### src/rtl/write_rr_arbiter_pkg.sv
// ---------------------------------------------------------------------------
// write_rr_arbiter_pkg
//   Shared definitions for the round-robin write arbiter:
//   - the FSM state encoding
//   - the port id width
//   - the default parameter values
//   - a helper that advances a port index with wrap-around
//   No ports; imported by the interface, the priority picker and the top.
// ---------------------------------------------------------------------------
package write_rr_arbiter_pkg;

  localparam int PORT_ID_W             = 4;
  localparam int DEFAULT_NUM_OF_PORTS  = 16;
  localparam int DEFAULT_MAX_BURST_LEN = 64;
  localparam int DEFAULT_CNT_WIDTH     = 6;

  typedef enum logic {
    IDLE  = 1'b0,
    GRANT = 1'b1
  } arb_state_e;

  typedef logic [PORT_ID_W-1:0] port_id_t;

  // Index of the port after idx, wrapping back to 0 past the last port.
  // The extra sum bit keeps idx = 15 from silently wrapping before the
  // compare against n.
  function automatic port_id_t next_port(input port_id_t idx, input int n);
    logic [PORT_ID_W:0] sum;
    sum = {1'b0, idx} + 1'b1;
    if (int'(sum) >= n) begin
      return '0;
    end
    return sum[PORT_ID_W-1:0];
  endfunction

endpackage

### src/rtl/write_rr_arbiter_if.sv
// ---------------------------------------------------------------------------
// write_rr_arbiter_if
//   Bundles the request side and the channel-selector side of the write
//   arbiter.
//   Signals:
//     wr_req    : per-port request
//     wr_last   : per-port last-beat flag
//     enable    : beat valid to the channel selector
//     select    : granted port index
//     grant     : one-hot acknowledge to the granted port
//     pkt_done  : one-cycle pulse on normal release
//     pkt_abort : one-cycle pulse on abort
//   Modports:
//     master : the requesters (drive wr_req/wr_last, observe the rest)
//     slave  : the arbiter
// ---------------------------------------------------------------------------
interface write_rr_arbiter_if
  import write_rr_arbiter_pkg::*;
#(
  parameter int num_of_ports = DEFAULT_NUM_OF_PORTS
);

  logic [num_of_ports-1:0] wr_req;
  logic [num_of_ports-1:0] wr_last;
  logic                    enable;
  port_id_t                select;
  logic [num_of_ports-1:0] grant;
  logic                    pkt_done;
  logic                    pkt_abort;

  modport master (
    output wr_req, wr_last,
    input  enable, select, grant, pkt_done, pkt_abort
  );

  modport slave (
    input  wr_req, wr_last,
    output enable, select, grant, pkt_done, pkt_abort
  );

endinterface

### src/rtl/write_rr_arbiter_rr_priority_pick.sv
// ---------------------------------------------------------------------------
// rr_priority_pick
//   Combinational rotating-priority search. Scans req starting at ptr and
//   moving upward, wrapping modulo num_of_ports. Reports whether any bit is
//   set and, if so, the index of the first set bit found.
//   Ports:
//     req   (in)  : request vector
//     ptr   (in)  : index with the highest priority this cycle
//     any   (out) : at least one request is present
//     index (out) : winning index (0 when no request is present)
// ---------------------------------------------------------------------------
module rr_priority_pick
  import write_rr_arbiter_pkg::*;
#(
  parameter int num_of_ports = DEFAULT_NUM_OF_PORTS
) (
  input  logic [num_of_ports-1:0] req,
  input  port_id_t                ptr,
  output logic                    any,
  output port_id_t                index
);

  // The first hit wins; once any is set, later candidates are ignored.
  always_comb begin
    int cand;
    any   = 1'b0;
    index = '0;
    cand  = 0;
    for (int i = 0; i < num_of_ports; i++) begin
      cand = int'(ptr) + i;
      if (cand >= num_of_ports) begin
        cand = cand - num_of_ports;
      end
      if (!any && req[cand[PORT_ID_W-1:0]]) begin
        any   = 1'b1;
        index = cand[PORT_ID_W-1:0];
      end
    end
  end

endmodule

### src/rtl/write_rr_arbiter.sv
// ---------------------------------------------------------------------------
// write_rr_arbiter
//   Round-robin write arbiter. Grants one requesting port at a time for a
//   whole packet and drives enable/select to the downstream channel selector.
//   A grant ends in one of three ways:
//     - the port drops its request (abort)
//     - the port signals its last beat (done)
//     - the beat limit is reached (done)
//   On every release the priority pointer moves just past the released port.
//   Ports:
//     clk : rising-edge clock
//     rst : asynchronous, active-low reset
//     bus : write_rr_arbiter_if.slave
//           (inputs  : wr_req, wr_last;
//            outputs : enable, select, grant, pkt_done, pkt_abort)
// ---------------------------------------------------------------------------
module write_rr_arbiter
  import write_rr_arbiter_pkg::*;
#(
  parameter int num_of_ports  = DEFAULT_NUM_OF_PORTS,
  parameter int max_burst_len = DEFAULT_MAX_BURST_LEN,
  parameter int cnt_width     = DEFAULT_CNT_WIDTH
) (
  input  logic clk,
  input  logic rst,
  write_rr_arbiter_if.slave bus
);

  localparam logic [cnt_width-1:0]    LAST_BEAT = cnt_width'(max_burst_len - 1);
  localparam logic [num_of_ports-1:0] ONE_HOT0  = {{(num_of_ports-1){1'b0}}, 1'b1};

  arb_state_e              state;
  port_id_t                ptr;
  logic [cnt_width-1:0]    beat_cnt;
  logic                    enable_q;
  port_id_t                select_q;
  logic [num_of_ports-1:0] grant_q;
  logic                    done_q;
  logic                    abort_q;

  logic                    pick_any;
  port_id_t                pick_idx;

  rr_priority_pick #(
    .num_of_ports(num_of_ports)
  ) u_pick (
    .req   (bus.wr_req),
    .ptr   (ptr),
    .any   (pick_any),
    .index (pick_idx)
  );

  // FSM, beat counter and all outputs are registered together.
  // While in GRANT only the selected port's request and last bits are
  // looked at; the checks are ordered abort, then last beat, then beat
  // limit. Every release drops enable/grant on the next cycle, which
  // guarantees an IDLE cycle before the next winner is picked. select is
  // deliberately left unchanged on release.
  always_ff @(posedge clk or negedge rst) begin
    if (!rst) begin
      state    <= IDLE;
      ptr      <= '0;
      beat_cnt <= '0;
      enable_q <= 1'b0;
      select_q <= '0;
      grant_q  <= '0;
      done_q   <= 1'b0;
      abort_q  <= 1'b0;
    end else begin
      done_q  <= 1'b0;
      abort_q <= 1'b0;
      case (state)
        IDLE: begin
          if (pick_any) begin
            state    <= GRANT;
            select_q <= pick_idx;
            grant_q  <= ONE_HOT0 << pick_idx;
            enable_q <= 1'b1;
            beat_cnt <= '0;
          end else begin
            enable_q <= 1'b0;
            grant_q  <= '0;
          end
        end
        GRANT: begin
          if (!bus.wr_req[select_q] || bus.wr_last[select_q] || beat_cnt == LAST_BEAT) begin
            state    <= IDLE;
            enable_q <= 1'b0;
            grant_q  <= '0;
            ptr      <= next_port(select_q, num_of_ports);
            if (!bus.wr_req[select_q]) begin
              abort_q <= 1'b1;
            end else begin
              done_q  <= 1'b1;
            end
          end else begin
            beat_cnt <= beat_cnt + 1'b1;
            enable_q <= 1'b1;
          end
        end
        default: begin
          state    <= IDLE;
          enable_q <= 1'b0;
          grant_q  <= '0;
        end
      endcase
    end
  end

  assign bus.enable    = enable_q;
  assign bus.select    = select_q;
  assign bus.grant     = grant_q;
  assign bus.pkt_done  = done_q;
  assign bus.pkt_abort = abort_q;

endmodule
### src/flat_wrapper.sv
// flat-port wrapper written by rule: the top's interface ports become plain ports
module write_rr_arbiter_flat import write_rr_arbiter_pkg::*;
#(
  parameter int num_of_ports  = DEFAULT_NUM_OF_PORTS,
  parameter int max_burst_len = DEFAULT_MAX_BURST_LEN,
  parameter int cnt_width     = DEFAULT_CNT_WIDTH
)
  (clk, rst, bus_wr_req, bus_wr_last, bus_enable, bus_select, bus_grant, bus_pkt_done, bus_pkt_abort);
  write_rr_arbiter_if #(.num_of_ports(num_of_ports)) bus_i ();
  input  logic clk;
  input  logic rst;
  input wire logic [$bits(bus_i.wr_req)-1:0] bus_wr_req;
  input wire logic [$bits(bus_i.wr_last)-1:0] bus_wr_last;
  output wire logic [$bits(bus_i.enable)-1:0] bus_enable;
  output wire logic [$bits(bus_i.select)-1:0] bus_select;
  output wire logic [$bits(bus_i.grant)-1:0] bus_grant;
  output wire logic [$bits(bus_i.pkt_done)-1:0] bus_pkt_done;
  output wire logic [$bits(bus_i.pkt_abort)-1:0] bus_pkt_abort;
  assign bus_i.wr_req = bus_wr_req;
  assign bus_i.wr_last = bus_wr_last;
  assign bus_enable = bus_i.enable;
  assign bus_select = bus_i.select;
  assign bus_grant = bus_i.grant;
  assign bus_pkt_done = bus_i.pkt_done;
  assign bus_pkt_abort = bus_i.pkt_abort;
  write_rr_arbiter #(.num_of_ports(num_of_ports), .max_burst_len(max_burst_len), .cnt_width(cnt_width)) u_core (.clk(clk), .rst(rst), .bus(bus_i));
endmodule
### config.mk
export PLATFORM = sky130hd
export DESIGN_NAME = write_rr_arbiter_flat
export DESIGN_NICKNAME = d
export VERILOG_FILES = /design/src/rtl/write_rr_arbiter_pkg.sv /design/src/rtl/write_rr_arbiter_if.sv /design/src/rtl/write_rr_arbiter_rr_priority_pick.sv /design/src/rtl/write_rr_arbiter.sv /design/src/flat_wrapper.sv
export SDC_FILE = /design/constraint.sdc
export NUM_CORES = 1
export LEC_CHECK = 0
export CORE_ASPECT_RATIO = 2
export CORE_UTILIZATION = 50
export DETAILED_ROUTE_END_ITERATION = 8
export PLACE_DENSITY = 0.81
export SLEW_MARGIN = 20
export SYNTH_ARGS = -nofsm -noshare
export SYNTH_HDL_FRONTEND = slang
export SYNTH_HIERARCHICAL = 1
export SYNTH_SLANG_ARGS = --single-unit
export TNS_END_PERCENT = 100
### constraint.sdc
create_clock -name clk -period 10.8 [get_ports clk]
set_input_delay 3.24 -clock clk [delete_from_list [all_inputs] [get_ports clk]]
set_output_delay 3.24 -clock clk [all_outputs]
set_load 0.005 [all_outputs]
==> results_dict.tcl <==
set metrics [dict create \
    clkSinkCount 33 \
    maxSlewHeadroom_pct 24.0 \
    synth-warning-count 6 \
    setup.worst_path.start_class "primary input" \
    synth_commonest_cells "40 x nand2_1, 33 x dfrtp_1, 31 x mux2i_1" \
    register_clock_pin_slew_on_the_reported_worst_setup_and_hold_paths_ns 0.05 \
    post-route-period-util_pct 71.3 \
    tightest_slew_ns 1.13 \
    grt_max_degree 41 \
    gp_congestion 0.963 \
    number_of_nets_in_the_final_layout 500 \
    syn-instance-count 411 \
    ctsHtreeMaxLevel 2 \
    critPathKind "primary input to register" \
    hold_buffers 0 \
    syn_area_per_cell_um2 10.3 \
    initialDrtViolationCount 378 \
    hold_path.class "register to register" \
    run_status "finished, final reports clean" \
    critical_path.endpoint_type "register" \
    finalSetupViolCount 0 \
    timing.setup.tns_ns 0 \
    timing.final.max_slew_violations 0 \
    wire_length_of_the_first_global_routing_pass_um 21600 \
    via_count 3996 \
    wl_per_cell_um 24.4 \
    drt_pass1_iterations 5 \
    cp_data_arrival_time_ns 7.86 \
    wirelength_um 13600 \
    slowest_stage "or4_1" \
    ios 57 \
    groute.usage.overall_pct 33.0 \
    diodes 0 \
    antenna_found_initial 0 \
    horiz_die_dim_um 66.9 \
    ranking_of_synthesized_cells_by_area "dfrtp_1 20%, mux4_2 15%, mux2i_1 7.4%, mux4_1 6.2%, mux2_2 4.5%" \
    route.antenna.remaining_nets 0 \
    clk_path_buf_depth 2 \
    final_hold_viols 0 \
    mappedNetlistArea_mm2 0.00422 \
    viasPerCell 7.19 \
    row_count 47 \
    finClkSkew_ns 0.00334 \
    worst_path_largest_cell_delay_ns 0.66 \
    synth_enable_flop_cells 0 \
    initial_core_util_pct 51.2 \
    yosysMostFrequentCell "nand2_1" \
    drive_gt1_share_pct 17.5 \
    floorplan.die_area_mm2 0.00883 \
    total_congestion_overflow_after_global_routing 0 \
    drv_cap 0 \
    synthToLayoutAreaGrowth_pct 16.5 \
    die_h_um 132 \
    cts-resized-gates 0 \
    synthFlopType "dfrtp_1" \
    yosys.area.top_type_share_pct 19.6 \
    port_buffers 56 \
    nFillCells 680 \
    path_delay_family "simple AND/OR/NAND/NOR gates" \
    reg2reg_depth 11 \
    ctsRootBufferMaster "clkbuf_16" \
    number_of_global_route_vias_before_repair 4056 \
    fp.coreArea_mm2 0.00823 \
    number_of_remaining_drc_errors 0 \
    synth_seq_area_share_pct 19.6 \
    cts_setup_buffers 0 \
    synth-async-reset-ratio_pct 100 \
    cp_cell_sequence "clkdlybuf4s50_1, mux4_1, mux4_2, nor2_2, nor4b_4, nand3_2, or4_1, a32oi_1, and2b_2, a22o_1" \
    worstPathBufferInverterCount 1 \
    worstPathMaxFanout 12 \
    min_path_cells 1 \
    clock_tree_from_tritoncts "yes" \
    layoutNonFillerInstCount 556 \
    timing.final.crit_period_ns 7.70 \
    rsz0062_at_grt "false" \
    netlist.top_cell.by_area "dfrtp_1" \
    clock_latency_of_the_later_clocked_register_in_the_worst_skew_pair_ns 0.27 \
    post_synth_num_cell_types 78 \
    cp.required_ns 10.96 \
    worstSetupPathDepth 10 \
    layout.core_utilization_pct 59.7 \
    place.detailed.instances 548 \
    max_freq_mhz 130 \
    cts-buffers-inserted 5 \
    dpl.hpwl_um 10400 \
    synth_seq_cells 33 \
    postSynthNetCount 454 \
]
[path summary, 6_finish.rpt]
check	start	end	slack [ns]
setup / recovery	bus_wr_req[15]	u_core/bus.grant[4]$_DFFE_PN0P_	3.10
hold / removal	u_core/beat_cnt[5]$_DFFE_PN0P_	u_core/beat_cnt[5]$_DFFE_PN0P_	0.49
setup reg to reg	u_core/ptr[0]$_DFFE_PN0P_	u_core/bus.grant[4]$_DFFE_PN0P_	4.77
hold reg to reg	u_core/beat_cnt[5]$_DFFE_PN0P_	u_core/beat_cnt[5]$_DFFE_PN0P_	0.49
max in group asynchronous	rst	u_core/ptr[0]$_DFFE_PN0P_	7.12
min in group asynchronous	rst	u_core/bus.grant[0]$_DFFE_PN0P_	3.36
[layer usage]
| metal | global-route usage (%) | up-vias | share of wire [%] |
|---|---|---|---|
| li1 | - | 1748 | - |
| met1 | 35.2 | 1964 | 33 |
| met2 | 58.6 | 222 | 56 |
| met3 | 3.46 | 62 | 4.6 |
| met4 | 20.9 | 0 | 6.6 |
| met5 | 0 | - | 0 |
[final cells by class]
type | instances | area [um^2] | share of cell area, %
multi-input combinational | 338 | 3150 | 64.2
clock buffer | 6 | 129 | 2.62
sequential | 33 | 827 | 16.8
inverter | 16 | 60.1 | 1.22
timing repair buffer | 63 | 613 | 12.5
clock inverter | 2 | 10.0 | 0.204
tap | 98 | 123 | 2.49
[state kept, by name, indices dropped and copies added, names as in the netlist]
register	flops
u_core/beat_cnt	6
u_core/bus.enable	1
u_core/bus.grant	16
u_core/bus.pkt_abort	1
u_core/bus.pkt_done	1
u_core/bus.select	4
u_core/ptr	4
[metrics by stage]
stage	instance area [um^2]	setup WS (ns)	hold WS [ns]
3_3_place_gp	4780	3.08	0.467
6_report	4910	3.10	0.492
4_1_cts	4910	3.23	0.491
5_1_grt	4910	2.88	0.508
3_5_place_dp	4780	2.95	0.485
2_1_floorplan	4220	4.34	0.449
[kinds of logic after synthesis]
kind of cell,share of synthesized area [%]
AND/OR/NAND/NOR,15.5
AO/OA/AOI/OAI,19.7
multiplexers,34.4
buffers and inverters,5.67
flip-flops,19.6
XOR/XNOR,2.46
adder cells (fa/ha/maj),2.67
[placed cells by master, fill, tap and decap left out, types with 3 or more instances in the layout]
cell / count
xor2_1: 3
mux4_1: 10
and3_1: 3
a31oi_1: 5
mux4_2: 29
a21oi_1: 12
xnor2_1: 7
a22o_1: 15
nor3_1: 4
mux2i_1: 31
o221ai_1: 3
nand2b_1: 7
a211oi_1: 5
nand2_1: 40
clkbuf_16: 5
buf_4: 7
o21ai_0: 17
a32o_1: 4
o31ai_1: 3
inv_1: 14
nand3_1: 14
and2b_2: 3
o22ai_1: 6
and2_1: 6
nor2b_1: 5
ha_1: 9
clkdlybuf4s50_1: 56
o41ai_1: 3
dfrtp_1: 32
mux2_1: 3
o311ai_0: 5
nor2_1: 14
o211ai_1: 5
mux2_2: 17
Power is left out: the tool's default activity adds up to more than one toggle a clock period on the data nets, which glitch-free logic cannot reach.
==> RTL change 1, RTL diff (same flow settings) <==
The package constant `PORT_ID_W` goes from 4 to 6.
--- a/src/rtl/write_rr_arbiter_pkg.sv
+++ b/src/rtl/write_rr_arbiter_pkg.sv
@@ -11,3 +11,3 @@
 
-  localparam int PORT_ID_W             = 4;
+  localparam int PORT_ID_W             = 6;
   localparam int DEFAULT_NUM_OF_PORTS  = 16;
Ports: changed (resized bus_select); port bits go from 57 to 59. The function was not compared with the original's and may differ.
==> RTL change 1 against the original RTL <==
Count of clock-buffer cells in the layout is 1 lower. Synthesized area is 31% higher. Sequential cell count increased by 4. Non-clock buffer count rose by 1. Cell area grew 30%. Routed wire length is 53% higher. Worst setup slack lost 300 ps.
==> RTL change 1: results <==
metrics = {
    "outcome": {
        "status": "completed",
    },
    "grt": {
        "grt_pass1_wl_mm": 31.9,
        "grt_max_degree": 38,
        "met1_usage": 0.361,
        "track_usage": 0.367,
        "met3_usage": 0.0370,
        "grt_use_met2": 0.672,
    },
    "route": {
        "wl_met3_mm": 1.10,
        "vias": 5741,
        "wl_met1_mm": 6.83,
        "drt_iter0_drc": 445,
        "wire_per_inst_um": 25.6,
    },
    "final_layout": {
        "multi_input_area_mm2": 0.00433,
        "inverters": 32,
        "buf_share": 0.0975,
        "instances_no_fill": 810,
        "final_area_mm2": 0.00637,
        "multi_input_cells": 529,
        "clock_area_frac": 0.0305,
    },
    "synthesis": {
        "synth_common_cells": "57 x nand2_1, 42 x xnor2_1, 37 x dfrtp_1",
        "synth_nets": 697,
        "yosysUniqueCellTypes": 83,
        "synth.mux.area_fraction": 0.213,
        "synthXorXnorAreaFrac": 0.0744,
        "ys_seq_area_frac": 0.167,
    },
    "critical_path": {
        "crit_slowest_cell": "nor4b_4",
        "crit_arrival_ps": 8220,
    },
    "placed_design": {
        "routabilityCongestion": 1.08,
        "dp.cells": 802,
        "dp_hpwl_mm": 15.8,
        "place_area_mm2": 0.00617,
    },
    "timing": {
        "worst_slew_pin_slew_ps": 1020,
        "fin_skew_ps": 5.17,
    },
}
[RTL change 1: worst reg2reg max path, delay by kind of cell (launching register included)]
family,cells,cell delay [ps]
flip-flops,1,530
multiplexers,3,1560
AND/OR/NAND/NOR,3,1610
AO/OA/AOI/OAI,5,1340
buffers and inverters,2,750
adder cells (fa/ha/maj),1,780
[RTL change 1: path summary, 6_finish.rpt]
kind / from / end / slack (ps) / depth (start not counted)
worst max-delay path: bus_wr_req[2] / u_core/bus.grant[3] / 2800 / 12
worst max register to register: u_core/ptr[1] / u_core/bus.grant[3] / 4160 / 14
worst min-delay path: u_core/bus.grant[11] / u_core/bus.grant[11] / 490 / 1
worst min register to register: u_core/bus.grant[11] / u_core/bus.grant[11] / 490 / 1
max in group asynchronous: rst / u_core/bus.grant[14] / 7210 / 1
min in group asynchronous: rst / u_core/bus.pkt_done / 3050 / 1
==> RTL change 2, RTL diff (config.mk and constraints unchanged) <==
Made on the original files. Make the reset (`rst`) synchronous in one clocked block. Comments in the files are not updated.
--- a/src/rtl/write_rr_arbiter.sv
+++ b/src/rtl/write_rr_arbiter.sv
@@ -58,3 +58,3 @@
   // deliberately left unchanged on release.
-  always_ff @(posedge clk or negedge rst) begin
+  always_ff @(posedge clk) begin
     if (!rst) begin
Formal check against the unedited RTL: differs if rst is asserted again (counterexample within 4 cycles, from zero or initial values and one cycle with rst low); with rst held inactive, the same outputs for 4 cycles.
==> RTL change 2 against the original RTL <==
Cell area shrank 1.3%. Largest cell class unchanged. Via count grew 4.0%. Sequential cell count is the same. Critical endpoint is now u_core/bus.grant[11]. Routed wire length grew 1.6%. Worst setup slack gained 93 ps. Synthesized area shrank 0.89%. Register-to-register slack lost 150 ps.
==> RTL change 2: results <==
metrics = {
    "timing": {
        "hold_ws_ps": 477,
        "fin_skew_ps": 7.14,
        "relSlewSlack": 0.288,
    },
    "synthesis": {
        "yosysTopAreaCell": "mux4_2",
        "synthXorXnorAreaFrac": 0.0248,
        "ys.flop_type": "dfxtp_1",
        "synth-adder-area-share": 0.0269,
        "avgSynthCellArea_um2": 9.44,
        "yosysUniqueCellTypes": 76,
        "synth.area.top_cells": "mux4_2 18%, dfxtp_1 16%, mux2i_1 9.8%",
        "synth_nets": 486,
        "async_flop_share": 0,
        "ys_seq_area_frac": 0.158,
    },
    "critical_path": {
        "slowest_delay_ps": 710,
        "r2r_cells": 13,
        "crit_start": "bus_wr_req[3]",
        "rr_endpoint": "u_core/bus.grant[11]",
        "ff2ff_setup_slack_ps": 4620,
        "r2r_start": "u_core/ptr[1]",
        "crit_arrival_ps": 7840,
    },
    "final_layout": {
        "nNetsFinal": 525,
        "instances_no_fill": 579,
        "drive_gt1_frac": 0.159,
    },
    "worst_hold_path": {
        "hp-start": "u_core/bus.grant[7]",
    },
    "route": {
        "wl_met2_mm": 7.51,
        "wl_met3_um": 706,
        "wl_met1_mm": 4.48,
        "vias": 4154,
        "topRoutingLayerUsed": "met4",
        "drt_wl_total_mm": 13.8,
        "firstDrtPassIters": 6,
    },
    "grt": {
        "met3_usage": 0.0304,
        "met1_usage": 0.327,
        "track_usage": 0.331,
        "antenna_found_initial": 0,
    },
    "placed_design": {
        "dp_hpwl_mm": 10.5,
        "dp_slack_ps": 3120,
    },
    "clock_tree": {
        "clkLatencyLatePin_ps": 290,
    },
    "outcome": {
        "status": "completed",
    },
}
==> RTL change 2: cell count changes in the layout (fill, tap and decap cells not counted), sizes merged, moves of 5 or more <==
| cell | before | now |
|---|---|---|
| dfxtp | 0 | 33 |
| o211ai | 5 | 10 |
| mux2i | 31 | 41 |
| mux2 | 20 | 15 |
| dfrtp | 33 | 0 |
==> RTL change 2: logic make-up after synthesis <==
logic type | after synthesis
simple gates | 133
compound gates | 123
mux | 93
buf+inv | 41
flops | 33
xor+xnor | 11
fa+ha+maj | 9
==> RTL change 2: layout make-up <==
class	count	area [µm²]
Clock buffer	5	125
Clock inverter	3	17.5
Fill cell	689	3150
Inverter	14	52.6
Multi-Input combinational cell	369	3290
Sequential cell	33	662
Tap cell	96	120
Timing Repair Buffer	59	583
==> RTL change 2: report_power, final <==
group          internal, mW  switching (mW)  leakage, nW
logic                 0.269           0.364         1.39
registers             0.137          0.0381        0.268
clock network        0.0844          0.0542       0.0696
total                 0.490           0.456         1.72
